## config.mk

```make
export PLATFORM = sky130hd
export DESIGN_NAME = ram_rmw_master_flat
export DESIGN_NICKNAME = d
export VERILOG_FILES = /design/src/rtl/ram_rmw_pkg.sv /design/src/rtl/ram_rmw_master_if.sv /design/src/rtl/ram_byte_merge.sv /design/src/rtl/ram_rmw_master.sv /design/src/flat_wrapper.sv
export SDC_FILE = /design/constraint.sdc
export NUM_CORES = 1
export LEC_CHECK = 0
export CAP_MARGIN = 15
export CORE_ASPECT_RATIO = 0.5
export CORE_MARGIN = 2
export CORE_UTILIZATION = 52
export DETAILED_ROUTE_END_ITERATION = 10
export PLACE_DENSITY = 0.92
export SYNTH_ARGS = -nofsm -noshare
export SYNTH_HDL_FRONTEND = slang
export SYNTH_SLANG_ARGS = --single-unit
```

## constraint.sdc

```tcl
create_clock -name clock -period 2.5 [get_ports clock]
set_input_delay 0.75 -clock clock [delete_from_list [all_inputs] [get_ports clock]]
set_output_delay 0.75 -clock clock [all_outputs]
set_load 0.02 [all_outputs]
```

## src/rtl/ram_rmw_pkg.sv

```systemverilog
// Shared definitions for the RAM read-modify-write master.
// Contents: RAM geometry constants, controller state enum and the latched
// request payload struct. No ports.
package ram_rmw_pkg;

  localparam int unsigned RAM_WORD_W                = 64;
  localparam int unsigned RAM_ADDR_W                = 36;
  localparam int unsigned RAM_BE_W                  = RAM_WORD_W / 8;
  localparam int unsigned RAM_LSB_W                 = 3;
  localparam int unsigned RAM_WIDX_W                = RAM_ADDR_W - RAM_LSB_W;
  localparam int unsigned RAM_MEMORY_SIZE_IN_DWORDS = 32768;

  typedef enum logic [2:0] {
    IDLE = 3'd0,
    RD   = 3'd1,
    CAP  = 3'd2,
    WR   = 3'd3,
    RSP  = 3'd4
  } state_t;

  // Request as held for the duration of one transaction (word index only,
  // the byte offset within the word is irrelevant to the RAM).
  typedef struct packed {
    logic                  write;
    logic [RAM_WIDX_W-1:0] widx;
    logic [RAM_WORD_W-1:0] wdata;
    logic [RAM_BE_W-1:0]   be;
  } req_t;

endpackage

```

## src/rtl/ram_rmw_master_if.sv

```systemverilog
// Client request/response handshake plus RAM pin bundle.
// Modports:
//   master - the controller: takes req_*/rsp_ready/mem_data_out,
//            drives req_ready/rsp_*/mem_* towards client and RAM.
//   slave  - the environment (client + RAM): the mirror image.
interface ram_rmw_master_if;
  import ram_rmw_pkg::*;

  logic                  req_valid;
  logic                  req_ready;
  logic                  req_write;
  logic [RAM_ADDR_W-1:0] req_addr;
  logic [RAM_WORD_W-1:0] req_wdata;
  logic [RAM_BE_W-1:0]   req_be;

  logic                  rsp_valid;
  logic                  rsp_ready;
  logic [RAM_WORD_W-1:0] rsp_data;
  logic                  rsp_err;

  logic                  mem_clock_enable;
  logic [RAM_ADDR_W-1:0] mem_addr;
  logic                  mem_write_enab;
  logic [RAM_WORD_W-1:0] mem_data_in;
  logic [RAM_WORD_W-1:0] mem_data_out;

  modport master (
    input  req_valid, req_write, req_addr, req_wdata, req_be,
    input  rsp_ready, mem_data_out,
    output req_ready, rsp_valid, rsp_data, rsp_err,
    output mem_clock_enable, mem_addr, mem_write_enab, mem_data_in
  );

  modport slave (
    output req_valid, req_write, req_addr, req_wdata, req_be,
    output rsp_ready, mem_data_out,
    input  req_ready, rsp_valid, rsp_data, rsp_err,
    input  mem_clock_enable, mem_addr, mem_write_enab, mem_data_in
  );

endinterface

```

## src/rtl/ram_byte_merge.sv

```systemverilog
// Combinational 8-lane byte merge: lanes with be=1 take new_word, the rest
// keep old_word.
// Ports: old_word (in), new_word (in), be (in), merged_c (out, comb).
module ram_byte_merge
  import ram_rmw_pkg::*;
(
  input  logic [RAM_WORD_W-1:0] old_word,
  input  logic [RAM_WORD_W-1:0] new_word,
  input  logic [RAM_BE_W-1:0]   be,
  output logic [RAM_WORD_W-1:0] merged_c
);

  for (genvar i = 0; i < RAM_BE_W; i++) begin : g_lane
    assign merged_c[8*i +: 8] = be[i] ? new_word[8*i +: 8] : old_word[8*i +: 8];
  end

endmodule

```

## src/rtl/ram_rmw_master.sv

```systemverilog
// RAM read-modify-write master: turns byte-granular client requests into
// 64-bit one-cycle-latency RAM accesses; every write is a READ then a merged
// WRITE.
// Ports:
//   clock, reset_n (async, active-low)
//   bus (ram_rmw_master_if.master): req_* / rsp_* client handshake and
//       mem_* RAM pins.
// Parameter: MEM_DWORDS - RAM depth in 64-bit words; larger word indices
//   return rsp_err without touching the RAM.
// Build option: RAM_RMW_BYPASS_EN - full-word writes (be=8'hFF) skip the read.
// All outputs are registered; mem_* are decoded from the next state so they
// line up with the state they belong to.
module ram_rmw_master
  import ram_rmw_pkg::*;
#(
  parameter int unsigned MEM_DWORDS = RAM_MEMORY_SIZE_IN_DWORDS
) (
  input logic               clock,
  input logic               reset_n,
  ram_rmw_master_if.master  bus
);

  state_t                state;
  state_t                state_next;

  req_t                  req_in;
  req_t                  req_q;
  logic                  accept;
  logic                  in_range;

  logic [RAM_WORD_W-1:0] merged_c;
  logic [RAM_WORD_W-1:0] wbuf_q;
  logic [RAM_WORD_W-1:0] wbuf_next;
  logic [RAM_WIDX_W-1:0] widx_next;
  logic                  latch_req;
  logic                  err_set;
  logic                  cap_read;
  logic                  mem_active_next;

  logic                  req_ready_q;
  logic                  rsp_valid_q;
  logic [RAM_WORD_W-1:0] rsp_data_q;
  logic                  rsp_err_q;
  logic                  mem_ce_q;
  logic                  mem_we_q;
  logic [RAM_ADDR_W-1:0] mem_addr_q;
  logic [RAM_WORD_W-1:0] mem_din_q;

  // Byte offset bits carry no meaning for a word-wide RAM.
  logic                  unused_addr_lsb;
  assign unused_addr_lsb = ^bus.req_addr[RAM_LSB_W-1:0];

  assign req_in = '{
    write: bus.req_write,
    widx:  bus.req_addr[RAM_ADDR_W-1:RAM_LSB_W],
    wdata: bus.req_wdata,
    be:    bus.req_be
  };

  // req_ready_q is only high in IDLE (and not in the first cycle after reset).
  assign accept   = bus.req_valid & req_ready_q;
  assign in_range = req_in.widx < RAM_WIDX_W'(MEM_DWORDS);

  ram_byte_merge u_merge (
    .old_word (bus.mem_data_out),
    .new_word (req_q.wdata),
    .be       (req_q.be),
    .merged_c (merged_c)
  );

  // State register.
  always_ff @(posedge clock or negedge reset_n) begin
    if (!reset_n) begin
      state <= IDLE;
    end else begin
      state <= state_next;
    end
  end

  // Next-state decode plus next values for the word index and write buffer.
  always_comb begin
    state_next = state;
    widx_next  = req_q.widx;
    wbuf_next  = wbuf_q;
    latch_req  = 1'b0;
    err_set    = 1'b0;
    cap_read   = 1'b0;
    unique case (state)
      IDLE: begin
        if (accept) begin
          latch_req = 1'b1;
          widx_next = req_in.widx;
          if (!in_range) begin
            err_set    = 1'b1;
            state_next = RSP;
          end
`ifdef RAM_RMW_BYPASS_EN
          else if (req_in.write && (req_in.be == '1)) begin
            wbuf_next  = req_in.wdata;
            state_next = WR;
          end
`endif
          else begin
            state_next = RD;
          end
        end
      end
      RD: begin
        state_next = CAP;
      end
      CAP: begin
        if (req_q.write) begin
          wbuf_next  = merged_c;
          state_next = WR;
        end else begin
          cap_read   = 1'b1;
          state_next = RSP;
        end
      end
      WR: begin
        state_next = RSP;
      end
      RSP: begin
        if (bus.rsp_ready) begin
          state_next = IDLE;
        end
      end
      default: begin
        state_next = IDLE;
      end
    endcase
  end

  assign mem_active_next = (state_next == RD) || (state_next == WR);

  // Request latch, write buffer and all registered outputs.
  always_ff @(posedge clock or negedge reset_n) begin
    if (!reset_n) begin
      req_q       <= '0;
      wbuf_q      <= '0;
      req_ready_q <= 1'b0;
      rsp_valid_q <= 1'b0;
      rsp_data_q  <= '0;
      rsp_err_q   <= 1'b0;
      mem_ce_q    <= 1'b0;
      mem_we_q    <= 1'b0;
      mem_addr_q  <= '0;
      mem_din_q   <= '0;
    end else begin
      if (latch_req) begin
        req_q <= req_in;
      end
      wbuf_q      <= wbuf_next;
      req_ready_q <= (state_next == IDLE);
      rsp_valid_q <= (state_next == RSP);
      mem_ce_q    <= mem_active_next;
      mem_we_q    <= (state_next == WR);
      mem_addr_q  <= mem_active_next ? {widx_next, {RAM_LSB_W{1'b0}}} : '0;
      mem_din_q   <= (state_next == WR) ? wbuf_next : '0;

      if (err_set) begin
        rsp_err_q <= 1'b1;
      end else if ((state == RSP) && bus.rsp_ready) begin
        rsp_err_q <= 1'b0;
      end

      // Reads report the RAM word; writes report the word actually stored.
      if (cap_read) begin
        rsp_data_q <= bus.mem_data_out;
      end else if (state == WR) begin
        rsp_data_q <= wbuf_q;
      end
    end
  end

  assign bus.req_ready        = req_ready_q;
  assign bus.rsp_valid        = rsp_valid_q;
  assign bus.rsp_data         = rsp_data_q;
  assign bus.rsp_err          = rsp_err_q;
  assign bus.mem_clock_enable = mem_ce_q;
  assign bus.mem_write_enab   = mem_we_q;
  assign bus.mem_addr         = mem_addr_q;
  assign bus.mem_data_in      = mem_din_q;

endmodule

```

## src/flat_wrapper.sv

```systemverilog
// flat-port wrapper written by rule: the top's interface ports become plain ports
module ram_rmw_master_flat import ram_rmw_pkg::*;
#(
  parameter int unsigned MEM_DWORDS = RAM_MEMORY_SIZE_IN_DWORDS
)
  (clock, reset_n, bus_req_valid, bus_req_write, bus_req_addr, bus_req_wdata, bus_req_be, bus_rsp_ready, bus_mem_data_out, bus_req_ready, bus_rsp_valid, bus_rsp_data, bus_rsp_err, bus_mem_clock_enable, bus_mem_addr, bus_mem_write_enab, bus_mem_data_in);
  ram_rmw_master_if bus_i ();
  input logic clock;
  input logic reset_n;
  input wire logic [$bits(bus_i.req_valid)-1:0] bus_req_valid;
  input wire logic [$bits(bus_i.req_write)-1:0] bus_req_write;
  input wire logic [$bits(bus_i.req_addr)-1:0] bus_req_addr;
  input wire logic [$bits(bus_i.req_wdata)-1:0] bus_req_wdata;
  input wire logic [$bits(bus_i.req_be)-1:0] bus_req_be;
  input wire logic [$bits(bus_i.rsp_ready)-1:0] bus_rsp_ready;
  input wire logic [$bits(bus_i.mem_data_out)-1:0] bus_mem_data_out;
  output wire logic [$bits(bus_i.req_ready)-1:0] bus_req_ready;
  output wire logic [$bits(bus_i.rsp_valid)-1:0] bus_rsp_valid;
  output wire logic [$bits(bus_i.rsp_data)-1:0] bus_rsp_data;
  output wire logic [$bits(bus_i.rsp_err)-1:0] bus_rsp_err;
  output wire logic [$bits(bus_i.mem_clock_enable)-1:0] bus_mem_clock_enable;
  output wire logic [$bits(bus_i.mem_addr)-1:0] bus_mem_addr;
  output wire logic [$bits(bus_i.mem_write_enab)-1:0] bus_mem_write_enab;
  output wire logic [$bits(bus_i.mem_data_in)-1:0] bus_mem_data_in;
  assign bus_i.req_valid = bus_req_valid;
  assign bus_i.req_write = bus_req_write;
  assign bus_i.req_addr = bus_req_addr;
  assign bus_i.req_wdata = bus_req_wdata;
  assign bus_i.req_be = bus_req_be;
  assign bus_i.rsp_ready = bus_rsp_ready;
  assign bus_i.mem_data_out = bus_mem_data_out;
  assign bus_req_ready = bus_i.req_ready;
  assign bus_rsp_valid = bus_i.rsp_valid;
  assign bus_rsp_data = bus_i.rsp_data;
  assign bus_rsp_err = bus_i.rsp_err;
  assign bus_mem_clock_enable = bus_i.mem_clock_enable;
  assign bus_mem_addr = bus_i.mem_addr;
  assign bus_mem_write_enab = bus_i.mem_write_enab;
  assign bus_mem_data_in = bus_i.mem_data_in;
  ram_rmw_master #(.MEM_DWORDS(MEM_DWORDS)) u_core (.clock(clock), .reset_n(reset_n), .bus(bus_i));
endmodule
```

# Word-level counts from Yosys, hierarchy flattened
# Cells that the tools add are included.
totals:
  regBits: 342
  out_inout_bits: 169
  word_cells: 59
op_classes:
  n_lt_le_gt_ge: 1
  n_eq_ne: 7
  muxes: 30
  n_bitwise: 1
  reduce_logical: 6
ops:
  columns: ["operator", "n"]
  rows:
  - ["64-bit two-way mux", 5]
  - ["33-bit two-way mux", 2]
  - ["8-bit two-way mux", 8]
  - ["36-bit two-way mux", 1]
  - ["33-bit by 16-bit less-than comparator with 1-bit output, second input constant", 1]
  - ["3-bit one-hot mux with 5 select lines", 1]
  - ["3-bit two-way mux", 4]
  - ["3-bit by 2-bit equality test with 1-bit output, second input constant", 3]
  - ["1-bit two-way mux", 9]
  - ["3-bit by 1-bit equality test with 1-bit output, second input constant", 2]
  - ["3-bit equality test, second input constant", 2]
  - ["3-bit zero test", 2]
  - ["2-bit nonzero test", 2]
  - ["1-bit bitwise AND", 1]
  - ["1-bit logical AND", 1]
  - ["1-bit logical OR", 1]

# Logic depth before layout (Yosys ltp)
# Gate-level depths: netlist of run 1.
depth:
  ltp_word: 7
  ltp_mapped: 8

# Cells and area by module
# A second synthesis of run 1 with hierarchy kept.
hier_totals:
  cells_unflattened: 1116
  area_unflattened_um2: 13769.5
modules_own_cells:
  columns: ["module", "n_inst", "cells_per_inst", "area_each_um2"]
  rows:
  - ["ram_rmw_master", 1, 1044, 12718.4]
  - ["ram_byte_merge", 1, 72, 1051.0]

# Least setup slack after synthesis of run 1
# Ideal clock, no wire load.
synth_timing:
  kind: "input to register"
  startpoint: "input bus_req_addr[26]"
  endpoint: "register u_core.mem_addr_q[27] (netlist: u_core.bus.mem_addr[27])"
  setup_ps: 68
  t_arrival_ps: 1791
  path_slack_ps: 641
  cell_stages: 5
  path_buffers: 1
  cell_sequence: "nor4_1 > nand3_1 > o31a_4 > buf_6 > nor2b_4"
synth_via:
  elab_chain_cells: 7
synth_rtl:
  columns: ["element", "line", "source"]
  rows:
  - ["start, declared", "flat_wrapper.sv:12", "input wire logic [$bits(bus_i.req_addr)-1:0] bus_req_addr;"]
  - ["33-bit by 16-bit less-than comparator with 1-bit output (*)", "ram_rmw_master.sv:62", "assign in_range = req_in.widx < RAM_WIDX_W'(MEM_DWORDS);"]
  - ["3-bit two-way mux (*)", "ram_rmw_master.sv:93", "if (!in_range) begin"]
  - ["3-bit two-way mux (*)", "ram_rmw_master.sv:90", "if (accept) begin"]
  - ["3-bit one-hot mux with 5 select lines (*)", "ram_rmw_master.sv:88", "unique case (state)"]
  - ["3-bit by 1-bit equality test with 1-bit output or 3-bit by 2-bit equality test with 1-bit output (tied branches)", "ram_rmw_master.sv:134", "assign mem_active_next = (state_next == RD) || (state_next == WR);"]
  - ["1-bit logical OR (*)", "ram_rmw_master.sv:134", null]
  - ["36-bit two-way mux (*)", "ram_rmw_master.sv:158", "mem_addr_q <= mem_active_next ? {widx_next, {RAM_LSB_W{1'b0}}} : '0;"]
  - ["end signal, assigned", "ram_rmw_master.sv:158", null]
  - ["end, declared", "ram_rmw_master.sv:46", "logic [RAM_ADDR_W-1:0] mem_addr_q;"]
# Every way passes the cells marked *; elsewhere a longest branch is shown, timed or not.
# A chain may end at the register's enable or synchronous reset.

# Worst setup path in the final report of run 1
layout_timing:
  startpoint: "register u_core.rsp_data_q[2] (netlist: u_core.bus.rsp_data[2])"
  endpoint: "output bus_rsp_data[2]"
layout_lines:
  columns: ["element", "line", "source"]
  rows:
  - ["start, declared", "ram_rmw_master.sv:42", "logic [RAM_WORD_W-1:0] rsp_data_q;"]
  - ["start signal, assigned", "ram_rmw_master.sv:169", "rsp_data_q <= bus.mem_data_out;"]
  - ["start signal, assigned", "ram_rmw_master.sv:171", "rsp_data_q <= wbuf_q;"]
  - ["end, declared", "flat_wrapper.sv:19", "output wire logic [$bits(bus_i.rsp_data)-1:0] bus_rsp_data;"]
# No word-level cell between the ends.

==> results.py, run 1 <==
metrics = {
    "route": {
        "drc": 0,
        "drt_iter0_drc": 641,
        "first_pass_iters": 5,
        "via_count": 9595,
        "ant_nets": 0,
        "wl_um": 35600,
        "wl_per_cell_um": 19.7,
        "viasPerCell": 5.31,
    },
    "synthesis": {
        "synthTopCellsByArea": "dfrtp_1 (64%), mux2i_1 (9.7%), nand2_1 (8.1%)",
        "synth_edf_count": 0,
        "ys_ff_latch": 339,
        "synthFlopType": "dfrtp_1",
        "synth.largest_area_cell": "dfrtp_1",
        "yosysUniqueCellTypes": 29,
        "async_reset_ff_frac": 1.00,
        "synth_area_mm2": 0.0132,
        "synth_top_area_share": 0.644,
        "yosys.cell_count.top_type": "dfrtp_1",
        "ys_seq_area_frac": 0.644,
        "synth_common_cells": "dfrtp_1 (339), nand2_1 (285), mux2i_1 (128), nor2_1 (67), a21o_1 (64)",
        "ys_warn_count": 0,
        "syn_inst": 1108,
        "synth_area_per_cell_um2": 11.9,
    },
    "worst_setup_path": {
        "worstPathRequired_ps": 1750,
        "r2r_cells": 5,
        "cp_top_family": "buffers and inverters",
        "critPathBufInv": 1,
        "path_depth": 1,
        "slowest_stage": "clkdlybuf4s50_1",
        "cp.arrival_ps": 1630,
        "max_stage_delay_ps": 680,
        "path_cells": "clkdlybuf4s50_1",
        "cp_max_fo": 2,
        "critical_path_class": "register to primary output",
        "worst_setup_path_start_kind": "register",
        "end_kind": "primary output",
    },
    "timing": {
        "rsz0062_at_grt": "no",
        "drv_slew": 0,
        "holdWs_ps": 142,
        "maxSlewHeadroom": 0.612,
        "max_freq_ghz": 0.420,
        "period_share": 0.953,
        "tightest_slew_ps": 582,
        "hold_viol": 0,
        "skew_ps": 16.3,
        "period_needed_ps": 2380,
        "setup-violations-final": 0,
    },
    "clock_network": {
        "root_buffer": "clkbuf_16",
        "cts_setup_buffers": 0,
        "worst_skew_pair.late_latency_ps": 560,
        "cts_buffer_depth": 3,
        "hold_buffers": 0,
        "clkSinkCount": 339,
        "cts_tree": "done",
        "numCtsBuffers": 30,
        "htreeDepth": 1,
        "clkTransAtPathRegs_ps": 70,
        "cts_resized": 0,
    },
    "final_layout": {
        "final_util": 0.722,
        "stdcell_area_mm2": 0.0181,
        "drive_gt1_frac": 0.0917,
        "syn_to_final_growth_pct": 37.2,
        "fin_nets": 1614,
        "layout.cells.non_filler": 1808,
    },
    "power": {
        "leakagePower_uw": 0.00860,
        "powerDensity_mw_per_mm2": 820,
        "peakVddDrop_mv": 0.512,
        "p_total_uw": 14800,
    },
    "global_routing": {
        "grt_max_degree": 73,
        "overflow": 0,
        "grt_util_all_layers": 0.264,
        "grt_antenna_before_repair": 2,
        "grt_pass1_vias": 10379,
        "grt_first_pass_wirelength_um": 55200,
    },
    "die": {
        "die_area_mm2": 0.0267,
        "io_pins": 346,
        "die_x_um": 229,
        "die_h_um": 117,
        "rows": 41,
        "fp.coreArea_mm2": 0.0250,
        "initial_core_util": 0.527,
    },
    "place": {
        "place_area_mm2": 0.0170,
        "placedCellCount": 1749,
        "dp_hpwl_um": 24400,
        "port_buffers": 339,
        "gp_congestion": 0.828,
    },
    "run_status": {
        "status": "finished clean",
    },
    "flow_run": {
        "cap_violations": 0,
    },
    "hold_path": {
        "hold_path.class": "primary input to asynchronous set/reset pin",
    },
}
==> metal layers <==
layer,vias to the layer above,share of wire,track usage
met5,-,0,0
met4,0,0.070,0.171
met3,156,0.040,0.0425
met2,326,0.51,0.464
met1,4814,0.38,0.310
li1,4299,-,-
==> sequential cells by signal, indices dropped and copies added (netlist names), 3 cells and up <==
signal and cells:
u_core.state 3, u_core.bus.rsp_data 64, u_core.req_q 106, u_core.bus.mem_data_in 64, u_core.wbuf_q 64, u_core.bus.mem_addr 33
==> power by group <==
part / switching, uW / internal [uW]
sequential: 743 / 6390
clock: 2070 / 2920
combinational: 1250 / 1440
==> placed cells by master, fill, tap and decap left out, types with 16 or more instances in the layout <==
cell	count
o21ai_0	55
nand2_1	285
dfrtp_1	339
mux2i_1	128
buf_12	16
nor2b_1	19
a21o_1	64
clkdlybuf4s50_1	338
mux2_2	28
clkbuf_16	31
nor2_1	67
==> cells by family after synthesis <==
family          Yosys count  synth area share
mux                     162             0.128
other cells               1          0.000284
flops                   339             0.644
buf+inv                  73            0.0342
compound gates          133            0.0636
simple gates            400             0.131
==> worst paths after layout <==
path / startpoint / to / slack, ps
max: u_core.bus.rsp_data[2]$_DFFE_PN0P_ / bus_rsp_data[2] / 120
min: reset_n / u_core.req_q[65]$_DFFE_PN0P_ / 140
max reg2reg: u_core.state[2]$_DFF_PN0_ / u_core.bus.rsp_data[51]$_DFFE_PN0P_ / 470
min reg2reg: u_core.wbuf_q[12]$_DFF_PN0_ / u_core.wbuf_q[12]$_DFF_PN0_ / 480
max in group asynchronous: reset_n / u_core.wbuf_q[11]$_DFF_PN0_ / 1630
min in group clock: u_core.wbuf_q[12]$_DFF_PN0_ / u_core.wbuf_q[12]$_DFF_PN0_ / 480
==> area by class of cell <==
type                    instances  area (um^2)
repair buffers                364         3790
clock inverters                15          189
fillers                      1662         6950
diodes                          3         7.51
well taps                     344          430
clock buffers                  41          893
flip-flops and latches        339         8480
multi-input cells             698         4280
inverters                       4         15.0
==> through the flow <==
stage	setup TNS [ps]	worst slack [ps]
after global routing	0	99.5
after detailed placement	-835	-67.9
after floorplan	0	641
after CTS	0	103
final	0	118
after global placement	-624	-42.9
Note: power is estimated with default switching activity, not from simulation.
==> run 2, diff against run 1 <==
--- a/config.mk
+++ b/config.mk
@@ -6,7 +6,6 @@
 export NUM_CORES = 1
 export LEC_CHECK = 0
 export CAP_MARGIN = 15
-export CORE_ASPECT_RATIO = 0.5
 export CORE_MARGIN = 2
 export CORE_UTILIZATION = 52
 export DETAILED_ROUTE_END_ITERATION = 10
==> run 2 against run 1 <==
  * Global-route usage is 0.35 points higher
  * Critical path depth stayed put
  * Die area is 0.29% lower
  * Combinational power is 2% higher
  * Flip-flop and latch count stayed put
  * Core utilization is 0.14 points higher
  * Fmax is 4.4% higher
  * Setup slack better by 100 ps
  * Clock-buffer cell count is 9 higher
  * First-iteration DRC count is 35% higher
  * Clock skew is 9.4 ps lower
  * Critical endpoint is now bus_req_ready
==> results.py, run 2 (same netlist as run 1, synthesis figures left out) <==
metrics = {
    "die": {
        "io_pins": 346,
        "die_area_mm2": 0.0266,
        "initial_core_util": 0.527,
        "rows": 58,
        "fp.coreArea_mm2": 0.0250,
        "die_h_um": 163,
        "die_x_um": 163,
    },
    "worst_setup_path": {
        "cp_max_fo": 3,
        "cp.arrival_ps": 1530,
        "r2r-start": "u_core.state[2]$_DFF_PN0_",
        "end_kind": "primary output",
        "worst_setup_path_start_kind": "register",
        "critPathLaunch": "u_core.bus.req_ready$_DFF_PN0_",
        "critical_path_class": "register to primary output",
        "max_stage_delay_ps": 660,
        "cp_top_family": "buffers and inverters",
        "slowest_stage": "clkdlybuf4s50_1",
        "path_cells": "clkdlybuf4s50_1",
        "worstPathRequired_ps": 1750,
        "critPathBufInv": 1,
    },
    "global_routing": {
        "overflow": 0,
        "grt_pass1_vias": 10564,
        "grt_util_all_layers": 0.267,
        "grt_antenna_before_repair": 0,
        "grt_first_pass_wirelength_um": 55200,
        "grt_max_degree": 70,
    },
    "clock_network": {
        "hold_buffers": 0,
        "clkTransAtPathRegs_ps": 60,
        "cts_setup_buffers": 0,
        "cts_buffer_depth": 3,
        "cts_tree": "done",
        "root_buffer": "clkbuf_16",
        "worst_skew_pair.late_latency_ps": 490,
        "cts_resized": 0,
        "numCtsBuffers": 35,
        "clkSinkCount": 339,
        "htreeDepth": 2,
    },
    "final_layout": {
        "layout_common_cells": "dfrtp_1 (339), clkdlybuf4s50_1 (338), nand2_1 (285)",
        "stdcell_area_mm2": 0.0181,
        "diodes": 0,
        "multiInputGateArea_mm2": 0.00428,
        "largest_reg_flops": 106,
        "final_util": 0.724,
        "final_common_cell": "dfrtp_1",
        "drive_gt1_frac": 0.0913,
        "syn_to_final_growth_pct": 37.4,
        "fin_nets": 1627,
        "top_register": "u_core.req_q",
        "fillerInstances": 1597,
        "seq_area_mm2": 0.00848,
    },
    "route": {
        "first_pass_iters": 5,
        "via_count": 9653,
        "viasPerCell": 5.37,
        "drc": 0,
        "drt_iter0_drc": 868,
        "wl_per_cell_um": 19.5,
        "ant_nets": 0,
        "wl_um": 35100,
    },
    "hold_path": {
        "hold_path.class": "primary input to asynchronous set/reset pin",
    },
    "timing": {
        "setup-violations-final": 0,
        "max_freq_ghz": 0.438,
        "fin_ws_ps": 218,
        "skew_ps": 6.91,
        "hold_viol": 0,
        "drv_slew": 0,
        "maxSlewHeadroom": 0.560,
        "tightest_slew_ps": 660,
        "rsz0062_at_grt": "no",
        "period_share": 0.913,
        "setup_tns_ps": 0,
        "period_needed_ps": 2280,
    },
    "power": {
        "leakagePower_uw": 0.00862,
        "p_total_uw": 14900,
        "peakVddDrop_mv": 0.643,
        "powerDensity_mw_per_mm2": 823,
    },
    "flow_run": {
        "cap_violations": 0,
    },
    "place": {
        "dp_hpwl_um": 24300,
        "port_buffers": 339,
        "place_area_mm2": 0.0170,
        "place_ws_ps": -157,
        "gp_congestion": 0.831,
    },
    "run_status": {
        "status": "finished clean",
    },
}
run 2: cell count changes in the layout (fill, tap and decap cells not counted), sizes merged:
cell,previous run,this run
clkbuf,41,50
buf,26,34
clkinv,9,1
diode,3,0
bufinv,4,2
inv,5,4
run 2: path summary, 6_finish.rpt:
| kind | to | slack [ps] | depth (start not counted) |
|---|---|---|---|
| max | bus_req_ready | 220 | 1 |
| min in group clock | u_core.req_q[68]$_DFFE_PN0P_ | 480 | 2 |
| max in group asynchronous | u_core.bus.mem_data_in[3]$_DFF_PN0_ | 1520 | 2 |
| max reg2reg | u_core.bus.rsp_data[30]$_DFFE_PN0P_ | 460 | 5 |
| min reg2reg | u_core.req_q[68]$_DFFE_PN0P_ | 480 | 2 |
| min | u_core.wbuf_q[11]$_DFF_PN0_ | 200 | 1 |
run 2: final cells by class:
class / instances / share of cell area
clock buffers: 50 / 0.0566
clock inverters: 4 / 0.00401
inverters: 4 / 0.000829
multi-input cells: 698 / 0.236
flip-flops and latches: 339 / 0.468
well taps: 330 / 0.0228
repair buffers: 372 / 0.212
run 2: routing by layer:
metal,wire [um],vias to the layer above,track usage,share of wire
met5,0,-,0,0
met4,1420,0,0.108,0.040
met3,2970,98,0.0764,0.085
met2,17900,440,0.468,0.51
met1,12800,4804,0.309,0.36
li1,-,4311,-,-
run 2: power by group:
part           internal [uW]  switching, uW  total, uW
logic                   1470           1280       2750
clock network           3030           2000       5030
registers               6400            735       7130
total                  10900           4010      14900
run 2: worst register-to-register path: cells and delay by family, from the launching register on:
family	cells	cell delay [ps]
AOI/OAI and AO/OA	1	120
buffers and inverters	1	300
DFF	1	450
muxes	1	320
and+or+nand+nor	2	690
run 2: metrics by stage:
step / instances / hold WS [ps]
3_3_place_gp: 1743 / 457
5_1_grt: 1797 / 218
3_5_place_dp: 1743 / 464
2_1_floorplan: 1110 / 444
4_1_cts: 1797 / 209
6_report: 1797 / 200
